<file path="src/rtl/adc_sample_packer.sv">
// Packs framed MCP3008 conversion words into an 8-deep FIFO and streams each entry
// as a {marker/channel/sample-high, sample-low} byte pair, with overflow and framing-error status.
module adc_sample_packer #(
  parameter int DEPTH = 8,
  parameter int ERR_W = 8
) (
  input  logic                     clk,
  input  logic                     rst_n,
  input  logic [15:0]              in_word,
  input  logic                     in_avail,
  output logic                     in_accept,
  output logic [7:0]               out_data,
  output logic                     out_valid,
  input  logic                     out_ready,
  input  logic                     clear,
  output logic                     overflow,
  output logic [ERR_W-1:0]         err_count,
  output logic [$clog2(DEPTH):0]   fifo_level
);

  localparam int AW = $clog2(DEPTH);
  localparam int LW = AW + 1;

  typedef enum logic {I_IDLE = 1'b0, I_ACK = 1'b1} in_state_t;
  typedef enum logic [1:0] {O_IDLE = 2'd0, O_HI = 2'd1, O_LO = 2'd2} out_state_t;

  function automatic logic [ERR_W-1:0] sat_inc(input logic [ERR_W-1:0] v);
    return (&v) ? v : v + 1'b1;
  endfunction

  function automatic logic [7:0] hi_byte(input logic [12:0] e);
    return {1'b1, e[12:10], 2'b00, e[9:8]};
  endfunction

  logic            avail_p0, avail_s;
  in_state_t       in_state, in_state_nxt;
  out_state_t      out_state, out_state_nxt;
  logic            capture, word_ok, push, pop, drop_full, bad_word;
  logic [12:0]     mem [DEPTH];
  logic [AW-1:0]   wr_ptr, rd_ptr;
  logic [LW-1:0]   level;
  logic [7:0]      hold_lo_p1;

  // Stage p0/p1: two-flop synchroniser on the upstream avail level
  always_ff @(posedge clk or negedge rst_n) begin
    if (!rst_n) begin
      avail_p0 <= 1'b0;
      avail_s  <= 1'b0;
    end else begin
      avail_p0 <= in_avail;
      avail_s  <= avail_p0;
    end
  end

  always_comb begin
    capture      = 1'b0;
    in_state_nxt = in_state;
    case (in_state)
      I_IDLE: if (avail_s) begin
        capture      = 1'b1;
        in_state_nxt = I_ACK;
      end
      I_ACK:  if (!avail_s) in_state_nxt = I_IDLE;
      default: in_state_nxt = I_IDLE;
    endcase
  end

  always_comb begin
    pop           = 1'b0;
    out_state_nxt = out_state;
    case (out_state)
      O_IDLE: if (level != '0) begin
        pop           = 1'b1;
        out_state_nxt = O_HI;
      end
      O_HI:   if (out_ready) out_state_nxt = O_LO;
      O_LO:   if (out_ready) begin
        if (level != '0) begin
          pop           = 1'b1;
          out_state_nxt = O_HI;
        end else begin
          out_state_nxt = O_IDLE;
        end
      end
      default: out_state_nxt = O_IDLE;
    endcase
  end

  // A full FIFO still takes a word when the same edge frees a slot
  assign word_ok   = in_word[15] & in_word[14] & in_word[10];
  assign push      = capture && word_ok && ((level < LW'(DEPTH)) || pop);
  assign drop_full = capture && word_ok && !push;
  assign bad_word  = capture && !word_ok;

  assign in_accept  = (in_state == I_ACK);
  assign out_valid  = (out_state != O_IDLE);
  assign fifo_level = level;

  always_ff @(posedge clk or negedge rst_n) begin
    if (!rst_n) begin
      in_state  <= I_IDLE;
      out_state <= O_IDLE;
      wr_ptr    <= '0;
      rd_ptr    <= '0;
      level     <= '0;
      out_data  <= 8'h00;
      overflow  <= 1'b0;
      err_count <= '0;
    end else begin
      in_state  <= in_state_nxt;
      out_state <= out_state_nxt;
      if (push) wr_ptr <= wr_ptr + 1'b1;
      if (pop)  rd_ptr <= rd_ptr + 1'b1;
      case ({push, pop})
        2'b10:   level <= level + 1'b1;
        2'b01:   level <= level - 1'b1;
        default: level <= level;
      endcase
      if (pop)
        out_data <= hi_byte(mem[rd_ptr]);
      else if (out_state == O_HI && out_ready)
        out_data <= hold_lo_p1;
      if (clear)          overflow <= 1'b0;
      else if (drop_full) overflow <= 1'b1;
      if (clear)          err_count <= '0;
      else if (bad_word)  err_count <= sat_inc(err_count);
    end
  end

  // Stage p1: FIFO storage and low-byte holding register (data only, no reset)
  always_ff @(posedge clk) begin
    if (push) mem[wr_ptr] <= {in_word[13:11], in_word[9:0]};
    if (pop)  hold_lo_p1  <= mem[rd_ptr][7:0];
  end

endmodule

</file>
<file path="config.mk">
export PLATFORM = sky130hd
export DESIGN_NAME = adc_sample_packer
export DESIGN_NICKNAME = d
export VERILOG_FILES = /design/src/rtl/adc_sample_packer.sv
export SDC_FILE = /design/constraint.sdc
export NUM_CORES = 1
export LEC_CHECK = 0
export ABC_AREA = 1
export BUFFER_PORTS_ARGS = -buffer_cell sky130_fd_sc_hd__buf_2
export CAP_MARGIN = 15
export CORE_AREA = 2 2 109 111
export CTS_CLUSTER_SIZE = 28
export DETAILED_ROUTE_END_ITERATION = 6
export DIE_AREA = 0 0 111 113
export PLACE_DENSITY = 0.75
export SYNTH_ARGS = -nofsm -noshare
export SYNTH_HDL_FRONTEND = slang
export SYNTH_SLANG_ARGS = --single-unit
</file>
<file path="constraint.sdc">
create_clock -name clk -period 1.9 [get_ports clk]
set_input_delay 0.38 -clock clk [delete_from_list [all_inputs] [get_ports clk]]
set_output_delay 0.38 -clock clk [all_outputs]
set_load 0.1 [all_outputs]
</file>
### Yosys cells after proc, flatten, opt, wreduce, memory -nomap -nowiden

Memories as Yosys holds them, arrays and structs flattened.
Cells that the tools add are included.

| word-level totals | value |
|---|---|
| memory bits (writable) | 104 |
| word-level logic and storage cells | 66 |
| memories | 1 |
| input bits | 21 |
| flip-flop bits (word level) | 40 |
| output and inout port bits | 23 |

Memories:

| memory | words | bits a word | read ports | clocked after Yosys merged registers in | wr ports | line | RTL |
|---|---|---|---|---|---|---|---|
| mem | 8 | 13 | 1 | 0 | 1 | 39 | `logic [12:0] mem [DEPTH];` |

| operators by class | value |
|---|---|
| $add $sub $neg | 5 |
| reductions and logical operators | 18 |
| bitwise logic cells | 2 |
| eq/ne operators | 8 |
| order comparisons | 1 |
| multiplexer cells | 20 |

Operators by type and width:

| operator | count |
|---|---|
| 8-bit two-way mux | 5 |
| 2-bit nonzero test | 5 |
| 1-bit two-way mux | 9 |
| 8-bit by 1-bit adder with 8-bit output (second input constant) | 1 |
| 2-bit != test (second input constant) | 4 |
| 4-bit one-hot mux with 2 select lines | 1 |
| 8-bit AND reduction | 1 |
| 3-bit by 1-bit adder with 3-bit output (second input constant) | 2 |
| 2-bit two-way mux | 3 |
| 2-bit one-hot mux with 3 select lines | 1 |
| 1-bit logical AND | 5 |
| 4-bit by 1-bit adder with 4-bit output (second input constant) | 1 |
| 2-bit by 1-bit equality test with 1-bit output (second input constant) | 2 |
| 2-bit equality test (second input constant) | 2 |
| 4-bit less-than comparator (second input constant) | 1 |
| 4-bit nonzero test | 1 |
| 4-bit by 1-bit subtractor with 4-bit output (second input constant) | 1 |
| 3-bit AND reduction | 1 |
| 1-bit bitwise AND | 2 |
| 1-bit zero test | 2 |
| 2-bit zero test | 1 |
| 1-bit one-hot mux with 2 select lines | 1 |
| 2-bit AND reduction | 1 |
| 1-bit logical OR | 1 |

### Depth between registers and ports, before layout

Gate-level depths: netlist of the first run.

| depth | value |
|---|---|
| depth in word-level cells | 10 |
| mapped depth | 15 |
| depth with buffers taken out | 14 |

### Worst setup path after synthesis of the first run

Ideal clock, no wire load.

| timing | value |
|---|---|
| path type | flip-flop to flip-flop |
| start point | register level[3] (netlist: fifo_level[3]) |
| end point | register level[2] (netlist: fifo_level[2]) |
| cell stages (with the launch flop) | 15 |
| path buffers | 1 |
| setup slack | -830 ps |
| arrival | 2,647 ps |
| data required time | 1,817 ps |
| library setup time | 83 ps |
| path through | dfrtp_1 -> inv_1 -> nand2_2 -> o21ai_4 -> buf_6 -> nand2_2 -> nand2_4 -> ha_1 -> nand2_1 -> inv_1 -> nor2_1 -> ha_1 -> a21oi_1 -> xor2_1 -> o21ai_0 |

| on the way | value |
|---|---|
| longest elaborated chain between the ends | 8 |
| elaborated cells between the ends (all ways) | 11 |
| classes of those cells | order compare: 1; eq/ne: 2; mux: 4; reduce/logical: 4 |

Ends and longest elaborated chain:

| item | line | RTL |
|---|---|---|
| start, declared | 41 | `logic [LW-1:0] level;` |
| start signal, assigned | 115 | `2'b10: level <= level + 1'b1;` |
| start signal, assigned | 116 | `2'b01: level <= level - 1'b1;` |
| start signal, assigned | 117 | `default: level <= level;` |
| 4-bit nonzero test | 72, 78 |  |
| 1-bit two-way mux | 72, 78 |  |
| 1-bit two-way mux | 77 | `O_LO: if (out_ready) begin` |
| 1-bit one-hot mux with 2 select lines | 71 | `case (out_state)` |
| 1-bit logical OR | 91 | `assign push = capture && word_ok && ((level < LW'(DEPTH)) \|\| pop);` |
| 1-bit logical AND | 91 |  |
| 2-bit by 1-bit equality test with 1-bit output or 2-bit equality test (tied branches) | 114 | `case ({push, pop})` |
| 4-bit one-hot mux with 2 select lines or 2-bit nonzero test (tied branches) | -- |  |

Parallel ways exist; a longest one is shown, timed or not.
A chain may end at the register's enable or synchronous reset.

### Worst setup path in the final report of the first run

| timing | value |
|---|---|
| start point | register level[1] (netlist: fifo_level[1]) |
| end point | register level[2] (netlist: fifo_level[2]) |

The elaborated chain is that of the path after synthesis.

==> results of run 1 <==
cells in the mapped netlist, drive strengths merged:
library cell	count	area, sq um
nand3	46	230.2
o21ai	47	246.5
o31ai	1	7.510
ha	6	75.07
xnor2	3	26.28
a21boi	3	26.27
o22ai	16	100.1
dfrtp	32	800.8
inv	59	221.5
nand4	5	31.28
clkbuf	5	20.01
nor2	54	202.7
nand3b	1	7.510
xor2	3	26.28
clkinv	1	3.750
edfxtp	112	3363
nor3	1	5.000
buf	14	77.57
nand2	133	514.2
a21oi	9	48.80
worst paths after layout:
| path | start | to | slack (ns) |
|---|---|---|---|
| setup / recovery | fifo_level[1] | fifo_level[2] | -0.11 |
| hold / removal | rst_n | out_state[1] | 0.01 |
| setup reg to reg | fifo_level[1] | fifo_level[2] | -0.11 |
| hold reg to reg | avail_p0 | avail_s | 0.37 |
| max in group asynchronous | rst_n | in_accept | 1.36 |
| min in group clk | in_avail | avail_p0 | 0.08 |
flip-flops by register name (all words and copies together), names as in the netlist, 2 cells and up:
| register | count |
|---|---|
| wr_ptr | 3 |
| out_state | 2 |
| rd_ptr | 3 |
| out_data | 8 |
| err_count | 8 |
| fifo_level | 4 |
| mem | 104 |
| hold_lo_p1 | 8 |
where the power goes:
group	internal, mW	switching, mW	leakage (nW)
registers	3.84	0.210	1.41
logic	1.38	3.39	1.38
clock network	1.92	1.19	0.268
total	7.14	4.79	3.06
routing by layer:
metal	routed length (um)	GRT usage [%]	vias to the layer above
met3	916	6.106	18
met4	186	10.92	0
met5	0	0	-
met1	5104	25.08	2015
met2	6788	38.36	140
li1	-	-	2018
kinds of logic after synthesis:
logic type / share of synthesized area (%)
xor+xnor: 0.8710
compound gates: 7.112
simple gates: 16.42
fa+ha+maj: 1.244
buf+inv: 5.349
flops: 69.00
timing repair:
item	in CTS	in global routing
setup endpoints to repair	15	68
resized for setup	6	11
hold buffers	0	0
buffers inserted	3	3
pin swaps	4	9
layout make-up:
type	instances	share of cell area (%)
multi-input combinational	328	23.12
sequential	144	56.05
inverter	60	3.083
tap	143	2.396
clock inverter	11	1.525
clock buffer	21	5.898
timing repair buffer	76	7.926
stage by stage:
stage	hold slack [ns]	setup TNS, ns	power (mW)	util, %
final	0.01448	-0.1305	11.93	66.24
after global routing	0.05398	-1.578	12.56	66.24
after CTS	0.02261	-0.05313	11.80	65.63
after detailed placement	0.3557	-2.379	8.571	60.27
after global placement	0.3443	-0.4652	8.395	60.27
after floorplan	0.08441	-10.63	7.383	-
==> flow_metrics.tcl, run 1 <==
set metrics [dict create \
    cp-end-kind "register" \
    critPathArrivalTime_ns 2.31 \
    first_iter_violations 349 \
    nNetsFinal 654 \
    critical_path.max_fanout 6 \
    routedWlPerCell_um 16.60 \
    mostFrequentLayoutCells "nand2_1 (123), edfxtp_1 (112), inv_1 (50), nand3_1 (44)" \
    synth_fp_nets 578 \
    timing.critical_path.buf_inv 2 \
    crit_family "compound AO/OA/AOI/OAI gates" \
    clock_latency_ns 0.43 \
    setup_slack_ns -0.1079 \
    cts.sinks 144 \
    failed_checks "negative setup slack" \
    wl_mm 13.00 \
    final_common_cell "nand2_1" \
    diodes 0 \
    die_x_um 111 \
    cts_buffers 17 \
    finalClockSkew_ns 0.01716 \
    hp-class "in -> async" \
    reg2reg_depth 13 \
    tightest_slew_ns 0.7168 \
    grt.total_usage_pct 21.98 \
    ant_nets 0 \
    placed_area_sq_mm 0.006794 \
    ys_seq_elements 144 \
    fill_cells 803 \
    io_buffers 43 \
    final_area_sq_mm 0.007467 \
    dp_cells 745 \
    maxCapViolCount 0 \
    dpl.hpwl_mm 8.153 \
    netlist_area_sq_mm 0.006035 \
    drc 0 \
    max_slew_margin_pct 52.21 \
    rows 39 \
    drt_pass1_iterations 4 \
    rsz0062_at_grt "true" \
    drive_gt1_share_pct 22.66 \
    min_period_over_period_pct 105.7 \
    regArea_sq_mm 0.004185 \
    drv_slew 0 \
    clkTransAtPathRegs_ns 0.06 \
    crit_chain "inv_2, nand2_2, o21ai_4, nand2_4, nand2_4, ha_4, nand2_4, inv_4, nor2_4, ha_4, a21oi_4, xor2_1, o21ai_1" \
    critPathMostFrequentCell "nand2_4" \
    ir_drop_mv 1.976 \
    die_y_um 113 \
    leakagePower_nw 3.057 \
    critPathMaxStageDelay_ns 0.47 \
    grt_pass1_vias 4259 \
    antenna_found_initial 0 \
    cp.required_ns 2.21 \
    cts_max_level 4 \
    finalCriticalPeriod_ns 2.008 \
    cts_buffer_depth 2 \
    syn_to_final_growth_pct 23.74 \
    initial_core_util_pct 53.54 \
    core_area_sq_mm 0.01127 \
    status "finished, violations left" \
    yosysWarningCount 0 \
    overflow 0 \
    grt_pass1_wl_mm 20.87 \
    path_class "reg -> reg" \
    cpMaxStageDelayCell "dfrtp_4" \
    multiInputGateArea_sq_mm 0.001727 \
    pre_cts_slack_ns -0.08156 \
    ys_seq_area_share_pct 69.00 \
    start_kind "register" \
    num_vias 4191 \
    hold_viol 0 \
    io_pins 44 \
    avgSynthCellArea_sq_um 10.95 \
    path_depth 13 \
    grt_max_degree 54 \
    layoutNonFillerInstCount 783 \
    cts_tree "yes" \
    via_per_inst 5.352 \
    power_density_mw_per_mm2 1598 \
    ys_types 31 \
    fmax_ghz 0.4980 \
    gp_congestion 0.8104 \
    synthCells 551 \
    clock_tree.root_cell "clkbuf_16" \
    setup_violations 3 \
    die_area_sq_mm 0.01254 \
]
No activity file was read; power rests on OpenSTA's default activity.
==> inputs of run 2 (changes only) <==
Settings changed: TNS_END_PERCENT from default to 1.
==> flow_metrics.tcl, run 2 (synthesis gave the netlist of run 1 again) <==
set metrics [dict create \
    status "finished, violations left" \
    failed_checks "negative setup slack" \
    setup_slack_ns -0.07682 \
    leakagePower_nw 3.009 \
    grt_pass1_wl_mm 20.58 \
    finalClockSkew_ns 0.005053 \
    num_vias 4222 \
    cp-end-kind "register" \
    power_mw 11.60 \
    io_pins 44 \
    final_common_cell "nand2_1" \
    critPathArrivalTime_ns 2.29 \
    gp_congestion 0.7930 \
    wl_mm 12.77 \
    crit_chain "inv_2, nand2_2, o21ai_4, inv_2, ha_4, buf_4, inv_1, nand2_1, nand2_2, nand3_2, nand2_2, nand3_1, nand2_1, nand2_1" \
    drc 0 \
    antenna_found_initial 0 \
    rows 39 \
    grt.total_usage_pct 21.63 \
    cts_max_level 4 \
    tightest_slew_ns 0.7163 \
    start_kind "register" \
    fmax_ghz 0.5059 \
    maxCapViolCount 0 \
    ant_nets 0 \
    grt_pass1_vias 4081 \
    hp-class "in -> async" \
    drv_slew 0 \
    io_buffers 43 \
    core_area_sq_mm 0.01127 \
    whs_ns 0.01291 \
    die_area_sq_mm 0.01254 \
    crit_family "simple AND/OR/NAND/NOR gates" \
    min_period_over_period_pct 104.0 \
    clkTransAtPathRegs_ns 0.06 \
    finalCriticalPeriod_ns 1.977 \
    timing.critical_path.buf_inv 4 \
    regMostFlops "mem" \
    cts_buffer_depth 2 \
    drt_pass1_iterations 5 \
    ir_drop_mv 1.917 \
    cpMaxStageDelayCell "dfrtp_4" \
    path_class "reg -> reg" \
    mostFrequentLayoutCells "nand2_1 (123), edfxtp_1 (112), inv_1 (51), nand3_1 (45), nor2_1 (44)" \
    power_density_mw_per_mm2 1578 \
    max_slew_margin_pct 52.25 \
    grt_max_degree 54 \
    largest_register_ffs 104 \
    rsz0062_at_grt "true" \
    cts_buffers 17 \
    first_iter_violations 341 \
    routedWlPerCell_um 16.40 \
    cts_tree "yes" \
    clock_latency_ns 0.42 \
    dpl.hpwl_mm 7.830 \
    hold_buffers 0 \
    r2r_slack_ns -0.08 \
    clock_tree.root_cell "clkbuf_16" \
    via_per_inst 5.420 \
    cp.required_ns 2.21 \
    nNetsFinal 651 \
    overflow 0 \
    die_y_um 113 \
    fill_cells 807 \
    setup_violations 3 \
    diodes 0 \
    hold_viol 0 \
    die_x_um 111 \
    critical_path.max_fanout 4 \
    critPathMaxStageDelay_ns 0.48 \
    syn_to_final_growth_pct 21.85 \
    initial_core_util_pct 53.54 \
    cts.sinks 144 \
    drive_gt1_share_pct 22.17 \
]
-- run 2: cell types whose count changed in the layout (fill, tap and decap cells not counted), moves of 3 or more --
cell,change
clkinv_1,-3
clkinvlp_4,+3
clkinv_2,+6
clkbuf_1,-3
-- run 2: layout make-up --
cell class | count | area [sq um] | share of cell area (%)
clock buffers | 18 | 429.2 | 5.836
flip-flops and latches | 144 | 4180 | 56.85
clock inverters | 13 | 98.84 | 1.344
multi-input cells | 328 | 1679 | 22.83
repair buffers | 73 | 556.8 | 7.572
well taps | 143 | 178.9 | 2.433
inverters | 60 | 230.2 | 3.131
-- run 2: worst register-to-register path, delay by kind of cell, from the launching register on --
family                   cells  cell delay [ns]
flip-flops                   1             0.48
AO/OA/AOI/OAI                1             0.25
buffers and inverters        4             0.36
adder cells (fa/ha/maj)      1             0.19
AND/OR/NAND/NOR              8             0.60
-- run 2: metal layers --
| layer | track usage [%] | routed length [um] | share of wire [%] |
|---|---|---|---|
| met5 | 0 | 0 | 0 |
| met4 | 10.83 | 398 | 3.1 |
| met3 | 6.427 | 830 | 6.5 |
| met2 | 33.74 | 6141 | 48 |
| met1 | 27.94 | 5403 | 42 |
-- run 2: what timing repair did --
action	CTS	global route
endpoints found under the setup margin	2	93
pin swaps	5	3
gates resized for setup	8	5
setup buffers	3	1
-- run 2: report_power, final --
group | internal, mW | leakage [nW] | total (mW) | switching (mW)
Clock | 1.76 | 0.256 | 2.95 | 1.19
Combinational | 1.31 | 1.35 | 4.61 | 3.30
Sequential | 3.84 | 1.41 | 4.04 | 0.204
-- run 2: path summary, 6_finish.rpt --
kind	startpoint	endpoint	depth (start not counted)
setup / recovery	fifo_level[1]	fifo_level[3]	14
hold / removal	rst_n	fifo_level[2]	1
setup reg to reg	fifo_level[1]	fifo_level[3]	14
hold reg to reg	avail_p0	avail_s	0
max in group asynchronous	rst_n	fifo_level[3]	1
min in group clk	in_avail	avail_p0	1
-- run 2: metrics by stage --
stage	area (sq um)	util (%)	setup slack, ns	cells	setup TNS (ns)
5_1_grt	7353	65.23	-0.1765	779	-1.515
3_3_place_gp	6746	59.85	-0.01522	744	-0.6046
4_1_cts	7330	65.02	-0.05722	778	-0.06561
3_5_place_dp	6746	59.85	-0.06867	744	-2.068
2_1_floorplan	6142	-	-0.2546	551	-23.99
6_report	7353	65.23	-0.07682	779	-0.1772
